## config.mk

```make
export PLATFORM = sky130hd
export DESIGN_NAME = wb_cmd_master
export DESIGN_NICKNAME = d
export VERILOG_FILES = /design/src/rtl/wb_cmd_master.sv
export SDC_FILE = /design/constraint.sdc
export NUM_CORES = 1
export LEC_CHECK = 0
export BUFFER_PORTS_ARGS = -buffer_cell sky130_fd_sc_hd__buf_4
export CAP_MARGIN = 20
export CORE_MARGIN = 3
export CORE_UTILIZATION = 26
export DETAILED_ROUTE_END_ITERATION = 16
export PLACE_DENSITY = 0.48
export SLEW_MARGIN = 10
export SYNTH_ARGS = -nofsm -noshare
export SYNTH_HDL_FRONTEND = slang
export SYNTH_SLANG_ARGS = --single-unit
```

## constraint.sdc

```tcl
create_clock -name wb_clk_i -period 2.33 [get_ports wb_clk_i]
set_input_delay 0.1165 -clock wb_clk_i [delete_from_list [all_inputs] [get_ports wb_clk_i]]
set_output_delay 0.1165 -clock wb_clk_i [all_outputs]
set_load 0.02 [all_outputs]
```

## src/rtl/wb_cmd_master.sv

```systemverilog
// Single-outstanding Wishbone classic master.
// Takes one read/write command on a valid/ready port, runs one bus cycle,
// waits for ack, err or a cycle-count timeout, and returns data plus status
// on a valid/ready response port. All bus and handshake outputs are registered.
module wb_cmd_master #(
  parameter  int BUS_DATA_WIDTH = 32,
  parameter  int BUS_ADDR_WIDTH = 8,
  parameter  int TIMEOUT_CYCLES = 16,
  localparam int BYTE_EN_WIDTH  = BUS_DATA_WIDTH / 8
) (
  input  logic                      wb_clk_i,
  input  logic                      wb_rst_n_i,
  // command port
  input  logic                      cmd_valid_i,
  output logic                      cmd_ready_o,
  input  logic                      cmd_we_i,
  input  logic [BUS_ADDR_WIDTH-1:0] cmd_adr_i,
  input  logic [BUS_DATA_WIDTH-1:0] cmd_dat_i,
  input  logic [BYTE_EN_WIDTH-1:0]  cmd_sel_i,
  // response port
  output logic                      rsp_valid_o,
  input  logic                      rsp_ready_i,
  output logic [BUS_DATA_WIDTH-1:0] rsp_dat_o,
  output logic                      rsp_err_o,
  output logic                      rsp_tmo_o,
  // Wishbone master
  output logic                      wbm_cyc_o,
  output logic                      wbm_stb_o,
  output logic                      wbm_we_o,
  output logic [BYTE_EN_WIDTH-1:0]  wbm_sel_o,
  output logic [BUS_ADDR_WIDTH-1:0] wbm_adr_o,
  output logic [BUS_DATA_WIDTH-1:0] wbm_dat_o,
  input  logic [BUS_DATA_WIDTH-1:0] wbm_dat_i,
  input  logic                      wbm_ack_i,
  input  logic                      wbm_err_i
);

  // Wide enough to hold TIMEOUT_CYCLES itself, so the counter never wraps.
  localparam int CNT_W = $clog2(TIMEOUT_CYCLES + 1);
  localparam logic [CNT_W-1:0] CNT_LAST = CNT_W'(TIMEOUT_CYCLES);
  localparam logic [CNT_W-1:0] CNT_ONE  = CNT_W'(1);

  typedef enum logic [1:0] {
    IDLE = 2'd0,
    BUS  = 2'd1,
    RESP = 2'd2
  } state_t;

  state_t                    state_q;
  logic                      cmd_ready_q;
  logic                      cyc_q;
  logic                      we_q;
  logic [BYTE_EN_WIDTH-1:0]  sel_q;
  logic [BUS_ADDR_WIDTH-1:0] adr_q;
  logic [BUS_DATA_WIDTH-1:0] dat_q;
  logic                      rsp_valid_q;
  logic [BUS_DATA_WIDTH-1:0] rsp_dat_q;
  logic                      rsp_err_q;
  logic                      rsp_tmo_q;
  logic [CNT_W-1:0]          cnt_q;
  logic [CNT_W-1:0]          cnt_d;

  // Only advanced while below CNT_LAST, so the increment cannot overflow.
  assign cnt_d = cnt_q + CNT_ONE;

  // Command accept, bus cycle tracking with timeout, and response hold.
  always_ff @(posedge wb_clk_i or negedge wb_rst_n_i) begin
    if (!wb_rst_n_i) begin
      state_q     <= IDLE;
      cmd_ready_q <= 1'b1;
      cyc_q       <= 1'b0;
      we_q        <= 1'b0;
      sel_q       <= '0;
      adr_q       <= '0;
      dat_q       <= '0;
      rsp_valid_q <= 1'b0;
      rsp_dat_q   <= '0;
      rsp_err_q   <= 1'b0;
      rsp_tmo_q   <= 1'b0;
      cnt_q       <= '0;
    end else begin
      case (state_q)
        IDLE: begin
          if (cmd_valid_i) begin
            we_q        <= cmd_we_i;
            adr_q       <= cmd_adr_i;
            dat_q       <= cmd_dat_i;
            sel_q       <= cmd_sel_i;
            cyc_q       <= 1'b1;
            cnt_q       <= CNT_ONE;
            cmd_ready_q <= 1'b0;
            state_q     <= BUS;
          end
        end
        BUS: begin
          // err beats ack; ack on the final counted cycle still beats timeout
          if (wbm_err_i) begin
            cyc_q       <= 1'b0;
            rsp_err_q   <= 1'b1;
            rsp_dat_q   <= '0;
            rsp_valid_q <= 1'b1;
            state_q     <= RESP;
          end else if (wbm_ack_i) begin
            cyc_q       <= 1'b0;
            rsp_dat_q   <= we_q ? '0 : wbm_dat_i;
            rsp_valid_q <= 1'b1;
            state_q     <= RESP;
          end else if (cnt_q == CNT_LAST) begin
            cyc_q       <= 1'b0;
            rsp_tmo_q   <= 1'b1;
            rsp_dat_q   <= '0;
            rsp_valid_q <= 1'b1;
            state_q     <= RESP;
          end else begin
            cnt_q <= cnt_d;
          end
        end
        RESP: begin
          if (rsp_ready_i) begin
            rsp_valid_q <= 1'b0;
            rsp_err_q   <= 1'b0;
            rsp_tmo_q   <= 1'b0;
            rsp_dat_q   <= '0;
            cmd_ready_q <= 1'b1;
            state_q     <= IDLE;
          end
        end
        default: begin
          state_q     <= IDLE;
          cmd_ready_q <= 1'b1;
          cyc_q       <= 1'b0;
          rsp_valid_q <= 1'b0;
        end
      endcase
    end
  end

  assign cmd_ready_o = cmd_ready_q;
  assign rsp_valid_o = rsp_valid_q;
  assign rsp_dat_o   = rsp_dat_q;
  assign rsp_err_o   = rsp_err_q;
  assign rsp_tmo_o   = rsp_tmo_q;
  assign wbm_cyc_o   = cyc_q;
  assign wbm_stb_o   = cyc_q;
  assign wbm_we_o    = we_q;
  assign wbm_sel_o   = sel_q;
  assign wbm_adr_o   = adr_q;
  assign wbm_dat_o   = dat_q;

endmodule
```

==> results of run 1 <==
==> final timing paths <==
check	slack (ps)	endpoint	cells after the start
max	530	rsp_dat_o[17]	6
min	20	rsp_dat_o[16]	2
max reg2reg	530	rsp_dat_o[17]	6
min reg2reg	500	rsp_dat_o[31]	1
max in group asynchronous	1310	cmd_ready_o	3
min in group asynchronous	320	rsp_dat_o[25]	2
==> state kept, by name (all words and copies together), names as in the netlist, 2 cells and up <==
signal	count
wbm_dat_o	32
rsp_dat_o	32
wbm_sel_o	4
cnt_q	5
state_q	2
wbm_adr_o	8
==> cells in the final DEF (no fill, tap or decap), types with 3 or more instances in the layout <==
cell type                       count
sky130_fd_sc_hd__mux2_2            45
sky130_fd_sc_hd__clkbuf_1           3
sky130_fd_sc_hd__inv_1              7
sky130_fd_sc_hd__a22o_1            15
sky130_fd_sc_hd__buf_4            170
sky130_fd_sc_hd__a22o_2            17
sky130_fd_sc_hd__o211ai_1           5
sky130_fd_sc_hd__a211oi_1           3
sky130_fd_sc_hd__clkbuf_16          9
sky130_fd_sc_hd__ha_1               5
sky130_fd_sc_hd__dlygate4sd3_1     76
sky130_fd_sc_hd__dfrtp_1           88
sky130_fd_sc_hd__nand2_1            9
==> stage by stage <==
step / area [µm²] / total power [W] / util / hold WS, ps
2_1_floorplan: 3651 / 0.004769 / - / -179.1
3_3_place_gp: 5099 / 0.006258 / 0.3775 / 175.2
3_5_place_dp: 5099 / 0.006320 / 0.3775 / 171.1
4_1_cts: 6161 / 0.007970 / 0.4562 / 1.978
5_1_grt: 6161 / 0.008332 / 0.4562 / 9.889
6_report: 6161 / 0.007844 / 0.4562 / 16.03
==> cells by family after synthesis <==
logic type,Yosys count,share of synthesized area
flops,89,0.6104
buf+inv,23,0.03461
simple gates,34,0.05689
fa+ha+maj,5,0.01714
compound gates,54,0.1367
mux,47,0.1443
==> power groups by stage <==
| stage | clock network [W] | registers, W | logic (W) |
|---|---|---|---|
| final | 0.00148 | 0.00263 | 0.00373 |
| after detailed placement | 0 | 0.00265 | 0.00368 |
| after CTS | 0.00155 | 0.00264 | 0.00378 |
| after floorplan | 0 | 0.00339 | 0.00138 |
| after global placement | 0 | 0.00263 | 0.00363 |
| after global routing | 0.00161 | 0.00273 | 0.00399 |
==> worst max-delay path: stages (launching register included) <==
cell and delay, ps:
sky130_fd_sc_hd__dfrtp_1 410, sky130_fd_sc_hd__inv_1 80, sky130_fd_sc_hd__ha_1 210, sky130_fd_sc_hd__and4bb_4 230, sky130_fd_sc_hd__o311ai_4 280, sky130_fd_sc_hd__buf_4 330, sky130_fd_sc_hd__a22o_1 190
==> routing by layer <==
layer / part of all wire / vias up / wire [µm]
li1: - / 1419 / -
met1: 0.43 / 1478 / 4439
met2: 0.48 / 128 / 4955
met3: 0.084 / 8 / 868
met4: 0.0086 / 0 / 89
met5: 0 / - / 0
==> final cells by class <==
cell class	count	area share
Clock inverter	2	0.006093
Tap cell	176	0.03574
Sequential cell	89	0.3617
Multi-Input combinational cell	140	0.2122
Timing Repair Buffer	248	0.3371
Inverter	7	0.004265
Clock buffer	14	0.04285
==> results.rst, run 1 <==
.. list-table::
   :header-rows: 1

   * - Metric
     - Value
   * - Port Buffers
     - roughly 170
   * - Met3 usage
     - 0.06132
   * - Reg-to-Reg Start
     - cnt_q[0]
   * - Detailed-route via count
     - around 3000
   * - Fraction of registers with async set/reset
     - 1.000
   * - Vias per cell
     - about 4.5
   * - Global routing met2 resource utilization
     - 0.2211
   * - H-tree depth
     - 3
   * - Setup crit start
     - cnt_q[0]
   * - Outcome
     - complete, no violations
   * - Largest net degree at the start of global routing
     - 48
   * - Worst Min Path Start
     - wbm_dat_i[16]
   * - Clock buffers created by TritonCTS
     - 9
   * - Cts hold-fix bufs
     - between 70 and 80
   * - Final weighted congestion in routability-driven placement
     - just under 0.8
   * - Dominant synthesized flop cell
     - sky130_fd_sc_hd__dfrtp_1
   * - Switching power of the nets
     - 0.002911 W
   * - Slew of the pin with the lowest slew margin
     - 620.9 ps
   * - Final routed wire length divided by cell count
     - roughly 15 µm
   * - Net count of the mapped netlist
     - 340
   * - Final Non-Filler Cells
     - between 600 and 700
   * - Final Hold Vio Count
     - 0
   * - DPL Wire Length
     - around 7100 µm
   * - Clock power share
     - 0.189
   * - Crit path kind
     - reg2reg
   * - Clock root buffer
     - sky130_fd_sc_hd__clkbuf_16
   * - Class of the worst hold path
     - in2reg
   * - Pre-CTS setup slack
     - 542.8 ps
   * - Most frequently used cell type in the post-synthesis netlist
     - sky130_fd_sc_hd__dfrtp_1
   * - Ports
     - 166
   * - Number of instances in the synthesized netlist
     - between 200 and 300
   * - Wire length of the first global-routing pass
     - around 17000 µm
   * - Avg Cell Area, Syn
     - approximately 14 µm²
   * - Relative slew slack
     - 0.5860
   * - Antenna Diode Count
     - 0
   * - Reg clk slew, reported paths
     - approximately 60 ps
   * - Total Neg Setup Slack
     - 0 ps
   * - Number of buffers on the longest clock path
     - 2
   * - Final period utilization
     - 0.7741
   * - Clk_lat worst skew
     - approximately 340 ps
   * - Most congested layer reported by global routing
     - met2
   * - Final Skew
     - roughly 5 ps
   * - Share of Yosys cell area claimed by the top area cell type
     - 0.6032
   * - Required time of the worst setup path
     - between 2000 and 3000 ps
   * - DRC viols
     - 0
   * - Wire length reported by the detailed router
     - between 10000 and 15000 µm
   * - Shortest clock period the worst path allows after layout
     - between 1500 and 2000 ps
   * - Final setup violating endpoints
     - 0
   * - Layout overhead on the synthesized area
     - 68.75%
   * - Total of fill cells in the finished design
     - 1268
   * - Cells taking the most area after synthesis
     - sky130_fd_sc_hd__dfrtp_1 60%, sky130_fd_sc_hd__mux2_2 14%, sky130_fd_sc_hd__a22o_2 4.7%
   * - TritonCTS clock tree
     - yes
   * - Power density over the cells
     - roughly 1300 nW/µm²
   * - Iteration-0 DRC count of the detailed router
     - 101
   * - Data arrival time of the critical path
     - 2080 ps
   * - Fin worst setup slack
     - 526.3 ps
   * - Setup repair after global routing missed its margin
     - false
   * - Die H
     - 124.5 µm
   * - Library cell occupying the most area in the post-synthesis netlist
     - sky130_fd_sc_hd__dfrtp_1
   * - Count of unique library cells instantiated by Yosys
     - 43
   * - M1 GR Usage
     - 0.1734
   * - Sequential cell area fraction in the yosys report
     - 0.6103
   * - Number of placement rows
     - between 40 and 50
   * - Resized Gates After CTS
     - 0
   * - Sinks on Clock Net
     - 89
   * - Multi-input gate area
     - 1308 µm²
   * - VDD IR max
     - 0.0007828 V
   * - Count of TritonRoute iterations in the first routing pass
     - 4
   * - Total of max-cap violations
     - 0
   * - Cell leakage power
     - ~2.9 nW
   * - Internal Power
     - ~0.005 W
   * - Mapped Area
     - approximately 3700 µm²
   * - Vias in the first global route
     - between 3000 and 4000
   * - Number of buffers added for setup after CTS
     - 0
   * - Commonest cells post-synth
     - 88 x sky130_fd_sc_hd__dfrtp_1, 45 x sky130_fd_sc_hd__mux2_2, 17 x sky130_fd_sc_hd__a22o_2, 15 x sky130_fd_sc_hd__a22o_1, 10 x sky130_fd_sc_hd__nand2_1
   * - Chip Width
     - 124.5 µm
   * - Achievable clock frequency
     - 554.4 MHz
   * - Total congestion overflow
     - 0
   * - Count of final max-slew check failures
     - 0
   * - Final antenna-violating net count
     - 0
   * - Number of synthesized register bits
     - just under 90
   * - Post-placement cell count
     - between 500 and 600
   * - Die Area
     - 15500 µm²
   * - Fraction of final layout cells sized beyond drive strength 1
     - 0.5080
   * - Max FO, Critical Path
     - 24
   * - EDFF count, synth
     - 0
   * - Placeable core region
     - between 10000 and 15000 µm²
   * - Effective utilization at floorplan
     - 0.2703
   * - Kind of end point of the critical path
     - flip-flop
   * - Warning count from the yosys run
     - 0
   * - Total routing usage reported by global routing
     - 0.1383
   * - Comb pwr share
     - 0.475
   * - Portion of total power attributed to sequential cells
     - 0.336
   * - Switching share of power
     - 0.3712
   * - Antenna violations before repair
     - 0
   * - FF+latch area
     - approximately 2200 µm²
   * - Net total in the final layout
     - 583
   * - Startpoint types
     - flip-flop
(Power assumes the default switching activity.)
==> inputs of run 2 (changes only) <==
Settings changed: PLACE_DENSITY 0.48 to 0.5.
Clock period 2.33 ns to 1.6 ns, I/O delays scaled along.
==> run 2 against run 1 <==
  * Sequential share of layout area decreased by 1.6 points
  * Clock skew decreased by 0.51 ps
  * Power increased by 50%
  * Design area increased by 4.5%
  * Flip-flop and latch count unchanged
  * Hold slack improved by 48 ps
  * Combinational power increased by 58%
  * Largest power group unchanged
==> results.rst, run 2 (synthesized netlist as in run 1, its figures left out) <==
.. list-table::
   :header-rows: 1

   * - Metric
     - Value
   * - Outcome
     - complete, no violations
   * - Number of buffers on the longest clock path
     - 2 (unchanged)
   * - Total congestion overflow
     - 0 (unchanged)
   * - Largest net degree at the start of global routing
     - 45 (-6.3%)
   * - Die Area
     - 15500 µm² (unchanged)
   * - DRC viols
     - 0 (unchanged)
   * - Min-Delay Endpoint
     - rsp_err_o
   * - Detailed-route via count
     - 3126 (+3.1%)
   * - Total of max-cap violations
     - 0 (unchanged)
   * - Port Buffers
     - 165 (unchanged)
   * - Final Skew
     - 4.508 ps (-0.5125 ps)
   * - Total of fill cells in the finished design
     - 1197 (-5.6%)
   * - Reg clk slew, reported paths
     - 60 ps (about the same)
   * - Final Hold Vio Count
     - 0 (unchanged)
   * - Total routing usage reported by global routing
     - 0.1319 (-0.006362)
   * - Data arrival time of the critical path
     - 1850 ps (-230 ps)
   * - TritonCTS clock tree
     - yes
   * - Final antenna-violating net count
     - 0 (unchanged)
   * - Post-placement cell count
     - 598 (+2.4%)
   * - Setup crit start
     - state_q[0]
   * - Final Non-Filler Cells
     - 696 (+3.0%)
   * - Chip Width
     - 124.5 µm (unchanged)
   * - Final period utilization
     - 0.9813 (+0.2071)
   * - Post-layout power
     - 0.01177 W (+50%)
   * - Sinks on Clock Net
     - 89 (unchanged)
   * - Worst Hold Path Cells
     - 4 (+2)
   * - Commonest non-fill, non-tap cell in the layout
     - sky130_fd_sc_hd__buf_4
   * - Total Neg Setup Slack
     - 0 ps (unchanged)
   * - FF+latch area
     - 2228 µm² (unchanged)
   * - Final weighted congestion in routability-driven placement
     - 0.7498 (-4.0%)
   * - Class of the worst hold path
     - in2reg
   * - VDD IR max
     - 0.0009857 V (+26%)
   * - Worst Min Path Start
     - rsp_ready_i
   * - Vias in the first global route
     - 3251 (-1.7%)
   * - Count of final max-slew check failures
     - 0 (unchanged)
   * - Most frequent cells in the layout
     - 182 x sky130_fd_sc_hd__buf_4, 88 x sky130_fd_sc_hd__dfrtp_1, 78 x sky130_fd_sc_hd__dlygate4sd3_1
   * - Startpoint types
     - flip-flop
   * - Iteration-0 DRC count of the detailed router
     - 129 (+28%)
   * - Power density over the cells
     - 1828 nW/µm² (+44%)
   * - Antenna Diode Count
     - 0 (unchanged)
   * - Achievable clock frequency
     - 636.9 MHz (+15%)
   * - Setup repair after global routing missed its margin
     - true
   * - Crit path kind
     - reg2reg
   * - Number of placement rows
     - 42 (unchanged)
   * - Relative slew slack
     - 0.6829 (+0.09688)
   * - Final setup violating endpoints
     - 0 (unchanged)
   * - Final Util
     - 0.4768 (+0.02066)
   * - Required time of the worst setup path
     - 1880 ps (-730 ps)
   * - Wire length of the first global-routing pass
     - 16520 µm (-5.0%)
   * - Clock root buffer
     - sky130_fd_sc_hd__clkbuf_16
   * - Ports
     - 166 (unchanged)
   * - Cell leakage power
     - 3.059 nW (+4.7%)
   * - Fin worst setup slack
     - 30.00 ps (-496.3 ps)
   * - Layout overhead on the synthesized area
     - 76.39%
   * - Fraction of final layout cells sized beyond drive strength 1
     - 0.5462 (+0.03815)
   * - Number of cell instances on the worst register-to-register path
     - 7 (+1)
   * - DPL Wire Length
     - 7011 µm (-0.78%)
   * - Reg-to-Reg Start
     - state_q[0]
   * - Count of TritonRoute iterations in the first routing pass
     - 4 (unchanged)
   * - Kind of end point of the critical path
     - flip-flop
   * - Antenna violations before repair
     - 0 (unchanged)
   * - Pre-CTS setup slack
     - 9.766 ps (-533.0 ps)
   * - Slew of the pin with the lowest slew margin
     - 473.9 ps (-147.1 ps)
   * - H-tree depth
     - 3 (unchanged)
   * - Wire length reported by the detailed router
     - 10830 µm (+4.6%)
   * - Worst reg-to-reg setup slack
     - 30 ps (-500 ps)
   * - Multi-input gate area
     - 1376 µm² (+5.3%)
   * - Die H
     - 124.5 µm (unchanged)
   * - Max FO, Critical Path
     - 8 (-67%)
   * - Clk_lat worst skew
     - 340 ps (about the same)
   * - Net total in the final layout
     - 603 (+3.4%)
   * - Vias per cell
     - 4.491 (+0.10%)
   * - Effective utilization at floorplan
     - 0.2703 (unchanged)
   * - Shortest clock period the worst path allows after layout
     - 1570 ps (-233.7 ps)
   * - Final routed wire length divided by cell count
     - 15.56 µm (+1.6%)
   * - Clock buffers created by TritonCTS
     - 9 (unchanged)
   * - Reg-to-reg endpoint
     - rsp_dat_o[25]
   * - Placeable core region
     - 13510 µm² (unchanged)
[run 2: cell count changes in the layout (fill, tap and decap cells not counted), sizes merged]
cell	before	now
buf	172	188
clkbuf	14	13
dlygate4sd3	76	78
clkinv	0	3
[run 2: through the flow]
stage          area [µm²]  hold WS [ps]
5_1_grt              6440         110.6
6_report             6440         63.67
3_3_place_gp         5229         20.42
4_1_cts              6299         49.82
2_1_floorplan        3655        -215.6
3_5_place_dp         5229         22.32
[run 2: what timing repair did]
action | in CTS | in global routing
endpoints found under the setup margin | 0 | 84
setup buffers | 0 | 1
hold endpoints to repair | 100 | 0
hold buffers | 78 | 0
resized for setup | 0 | 17
[run 2: report_power, final]
part / internal (W) / switching, W / total [W]
combinational: 0.00297 / 0.00291 / 0.00588
clock: 0.00121 / 0.000866 / 0.00207
sequential: 0.00325 / 0.000570 / 0.00382
total: 0.00743 / 0.00434 / 0.0118
[run 2: worst max-delay path by stage]
stage / to
after floorplan: wbm_adr_o[0]
after global placement: wbm_adr_o[4]
after detailed placement: wbm_dat_o[16]
after CTS: wbm_dat_o[16]
after global routing: rsp_dat_o[16]
final: rsp_dat_o[25]
[run 2: cell type report]
| type | count | area share |
|---|---|---|
| clock buffer | 11 | 0.03614 |
| clock inverter | 5 | 0.008743 |
| inverter | 7 | 0.004080 |
| multi-input combinational | 140 | 0.2137 |
| sequential | 89 | 0.3460 |
| tap | 176 | 0.03419 |
| timing repair buffer | 268 | 0.3571 |
[run 2: critical path, stage by stage (launching register included)]
cell and delay (ps):
sky130_fd_sc_hd__dfrtp_1 390, sky130_fd_sc_hd__inv_2 70, sky130_fd_sc_hd__ha_4 300, sky130_fd_sc_hd__nand2_4 50, sky130_fd_sc_hd__nor4_4 210, sky130_fd_sc_hd__buf_6 180, sky130_fd_sc_hd__clkbuf_16 170, sky130_fd_sc_hd__a22o_2 140
[run 2: metal layers]
layer  vias to the layer above  global-route usage  routed length [µm]
met4                         0             0.07028                 297
met2                       120              0.2042                5198
met5                         -                   0                   0
li1                       1469                   -                   -
met1                      1516              0.1665                4622
met3                        21             0.03816                 712
==> inputs of run 3 (changes only) <==
--- a/config.mk
+++ b/config.mk
@@ -11,2 +11,3 @@
 export CORE_UTILIZATION = 26
+export CTS_BUF_LIST = sky130_fd_sc_hd__clkbuf_4 sky130_fd_sc_hd__clkbuf_8 sky130_fd_sc_hd__clkbuf_16
 export DETAILED_ROUTE_END_ITERATION = 16
--- a/constraint.sdc
+++ b/constraint.sdc
@@ -3,2 +3,2 @@
 set_output_delay 0.08 -clock wb_clk_i [all_outputs]
-set_load 0.02 [all_outputs]
+set_load 0.01 [all_outputs]
==> run 3 against run 2 <==
  * First-iteration DRC count shrank 16%
  * Utilization increased by 0.056 points
  * Critical path depth is the same
  * Register-to-register slack about the same
  * Final cell count unchanged
==> results.rst, run 3 (synthesized netlist as in run 1, its figures left out) <==
.. list-table::
   :header-rows: 1

   * - Metric
     - Value
   * - Multi-input gate area
     - 1376 µm² (unchanged)
   * - Worst Hold Path Cells
     - 4 (unchanged)
   * - Vias per cell
     - 4.491 (unchanged)
   * - Vias in the first global route
     - 3250 (-0.031%)
   * - Required time of the worst setup path
     - 1880 ps (about the same)
   * - Final Non-Filler Cells
     - 696 (unchanged)
   * - DRC viols
     - 0 (unchanged)
   * - Outcome
     - complete, no violations
   * - Final setup violating endpoints
     - 0 (unchanged)
   * - Total routing usage reported by global routing
     - 0.1322 (+0.0002722)
   * - Final weighted congestion in routability-driven placement
     - 0.7498 (unchanged)
   * - Achievable clock frequency
     - 636.9 MHz (about the same)
   * - VDD IR max
     - 0.0008155 V (-17%)
   * - Final Skew
     - 4.505 ps (-0.002610 ps)
   * - Final routed wire length divided by cell count
     - 15.57 µm (about the same)
   * - M1 GR Usage
     - 0.1676 (+0.001085)
   * - Worst reg-to-reg setup slack
     - 30 ps (about the same)
   * - Class of the worst hold path
     - in2reg
   * - Total of fill cells in the finished design
     - 1198 (+0.084%)
   * - Port Buffers
     - 165 (unchanged)
   * - Shortest clock period the worst path allows after layout
     - 1570 ps (+0.02020 ps)
   * - Fin worst setup slack
     - 29.98 ps (-0.02020 ps)
   * - Switching power of the nets
     - 0.003613 W (-17%)
   * - Die Area
     - 15500 µm² (unchanged)
   * - Worst stage delay on the critical path
     - 390 ps (about the same)
   * - Internal Power
     - 0.007430 W (about the same)
   * - Post-route cell area
     - 6447 µm² (+0.12%)
   * - Reg clk slew, reported paths
     - 60 ps (about the same)
   * - Number of buffers on the longest clock path
     - 2 (unchanged)
   * - Switching share of power
     - 0.3272 (-0.04181)
   * - Placeable core region
     - 13510 µm² (unchanged)
   * - Relative slew slack
     - 0.6951 (+0.01222)
   * - Slew of the pin with the lowest slew margin
     - 455.6 ps (-18.26 ps)
   * - Largest net degree at the start of global routing
     - 45 (unchanged)
   * - Cell leakage power
     - 3.065 nW (+0.22%)
   * - Sinks on Clock Net
     - 89 (unchanged)
   * - FF+latch area
     - 2228 µm² (unchanged)
   * - Final Hold Vio Count
     - 0 (unchanged)
   * - H-tree depth
     - 3 (unchanged)
   * - Post-placement cell count
     - 598 (unchanged)
   * - Commonest non-fill, non-tap cell in the layout
     - sky130_fd_sc_hd__buf_4
   * - Antenna Diode Count
     - 0 (unchanged)
   * - Cell-by-cell trace of the critical path
     - inv_2, ha_4, nand2_4, nor4_4, buf_6, clkbuf_16, a22o_2
   * - Clk_lat worst skew
     - 340 ps (about the same)
   * - Worst Min Path Start
     - rsp_ready_i
   * - Number of placement rows
     - 42 (unchanged)
   * - Reg-to-Reg Start
     - state_q[0]
   * - Fraction of final layout cells sized beyond drive strength 1
     - 0.5500 (+0.003846)
   * - Startpoint types
     - flip-flop
   * - Most congested layer reported by global routing
     - met2
   * - Wire length of the first global-routing pass
     - 16550 µm (+0.17%)
   * - Clock root buffer
     - sky130_fd_sc_hd__clkbuf_16
   * - Data arrival time of the critical path
     - 1850 ps (about the same)
   * - Slowest cell on the critical path
     - sky130_fd_sc_hd__dfrtp_1
   * - Number of cell instances on the worst register-to-register path
     - 7 (unchanged)
   * - DPL Wire Length
     - 7011 µm (unchanged)
   * - Antenna violations before repair
     - 0 (unchanged)
   * - Ports
     - 166 (unchanged)
   * - Net total in the final layout
     - 603 (unchanged)
   * - Crit path kind
     - reg2reg
   * - TritonCTS clock tree
     - yes
   * - Total of max-cap violations
     - 0 (unchanged)
   * - Chip Width
     - 124.5 µm (unchanged)
   * - Wire length reported by the detailed router
     - 10840 µm (about the same)
   * - Final Util
     - 0.4774 (+0.0005560)
   * - Iteration-0 DRC count of the detailed router
     - 108 (-16%)
   * - Max FO, Critical Path
     - 8 (unchanged)
   * - Detailed-route via count
     - 3126 (unchanged)
   * - Pre-CTS setup slack
     - 9.766 ps (unchanged)
   * - Placed Area
     - 5229 µm² (unchanged)
   * - Global routing met2 resource utilization
     - 0.2039 (-0.0003181)
   * - Most frequent cells in the layout
     - 182 x sky130_fd_sc_hd__buf_4, 88 x sky130_fd_sc_hd__dfrtp_1, 78 x sky130_fd_sc_hd__dlygate4sd3_1
   * - Final antenna-violating net count
     - 0 (unchanged)
   * - Clock buffers created by TritonCTS
     - 9 (unchanged)
   * - Count of TritonRoute iterations in the first routing pass
     - 4 (unchanged)
   * - Min-Delay Endpoint
     - rsp_err_o
   * - Die H
     - 124.5 µm (unchanged)
   * - Portion of total power attributed to sequential cells
     - 0.346 (+0.021)
   * - Count of final max-slew check failures
     - 0 (unchanged)
   * - Setup repair after global routing missed its margin
     - true
   * - Comb pwr share
     - 0.463 (-0.036)
   * - Kind of end point of the critical path
     - flip-flop
   * - Power density over the cells
     - 1713 nW/µm² (-6.3%)
   * - Clock power share
     - 0.191 (+0.015)
   * - Layout overhead on the synthesized area
     - 76.59%
   * - Total congestion overflow
     - 0 (unchanged)
   * - Reg-to-reg endpoint
     - rsp_dat_o[25]
   * - Effective utilization at floorplan
     - 0.2703 (unchanged)
   * - Final period utilization
     - 0.9813 (about the same)
   * - Setup crit start
     - state_q[0]
   * - Met3 usage
     - 0.03816 (unchanged)
## run 3: cell count changes in the layout (fill, tap and decap cells not counted)
cell / change
sky130_fd_sc_hd__clkbuf_1: -2
sky130_fd_sc_hd__clkbuf_4: +2
## run 3: worst max-delay path: cells and delay by family (launching register included)
family                     cells  cell delay [ps]
and+or+nand+nor                2              260
buffers and inverters          3              420
adders and majority gates      1              300
AOI/OAI and AO/OA              1              140
DFF                            1              390
## run 3: what timing repair did
| item | 4_1_cts | 5_1_grt |
|---|---|---|
| hold buffers | 78 | 0 |
| setup endpoints to repair | 0 | 84 |
| gates resized for setup | 0 | 17 |
| setup buffers | 0 | 1 |
| hold endpoints to repair | 100 | 0 |
## run 3: layout make-up
cell class                      instances  share of cell area
Timing Repair Buffer                  268              0.3567
Inverter                                7            0.004075
Clock buffer                           11             0.03726
Tap cell                              176             0.03415
Multi-Input combinational cell        140              0.2135
Sequential cell                        89              0.3456
Clock inverter                          5            0.008733
## run 3: power groups by stage
stage	logic (W)	clock network, W	registers (W)
CTS	0.00494	0.00220	0.00381
global placement	0.00473	0	0.00382
detailed placement	0.00477	0	0.00383
finish	0.00511	0.00211	0.00382
floorplan	0.00200	0	0.00423
global route	0.00549	0.00228	0.00395
## run 3: through the flow
step	setup TNS [ps]	hold WS [ps]	power (W)
2_1_floorplan	-1465	-215.6	0.006229
3_3_place_gp	0	20.42	0.008547
3_5_place_dp	0	22.32	0.008601
4_1_cts	0	49.82	0.01095
5_1_grt	-810.2	110.6	0.01172
6_report	0	63.50	0.01104
## run 3: per-layer routing
layer	wire (µm)	part of all wire
met4	297	0.027
met3	688	0.063
met1	4661	0.43
met5	0	0
met2	5191	0.48
## run 3: worst max-delay path by stage
stage,cells after the start,slack (ps),end
floorplan,6,-40,wbm_adr_o[0]
global placement,5,40,wbm_adr_o[4]
detailed placement,5,10,wbm_dat_o[16]
CTS,5,5,wbm_dat_o[16]
global route,7,-60,rsp_dat_o[16]
finish,7,30,rsp_dat_o[25]
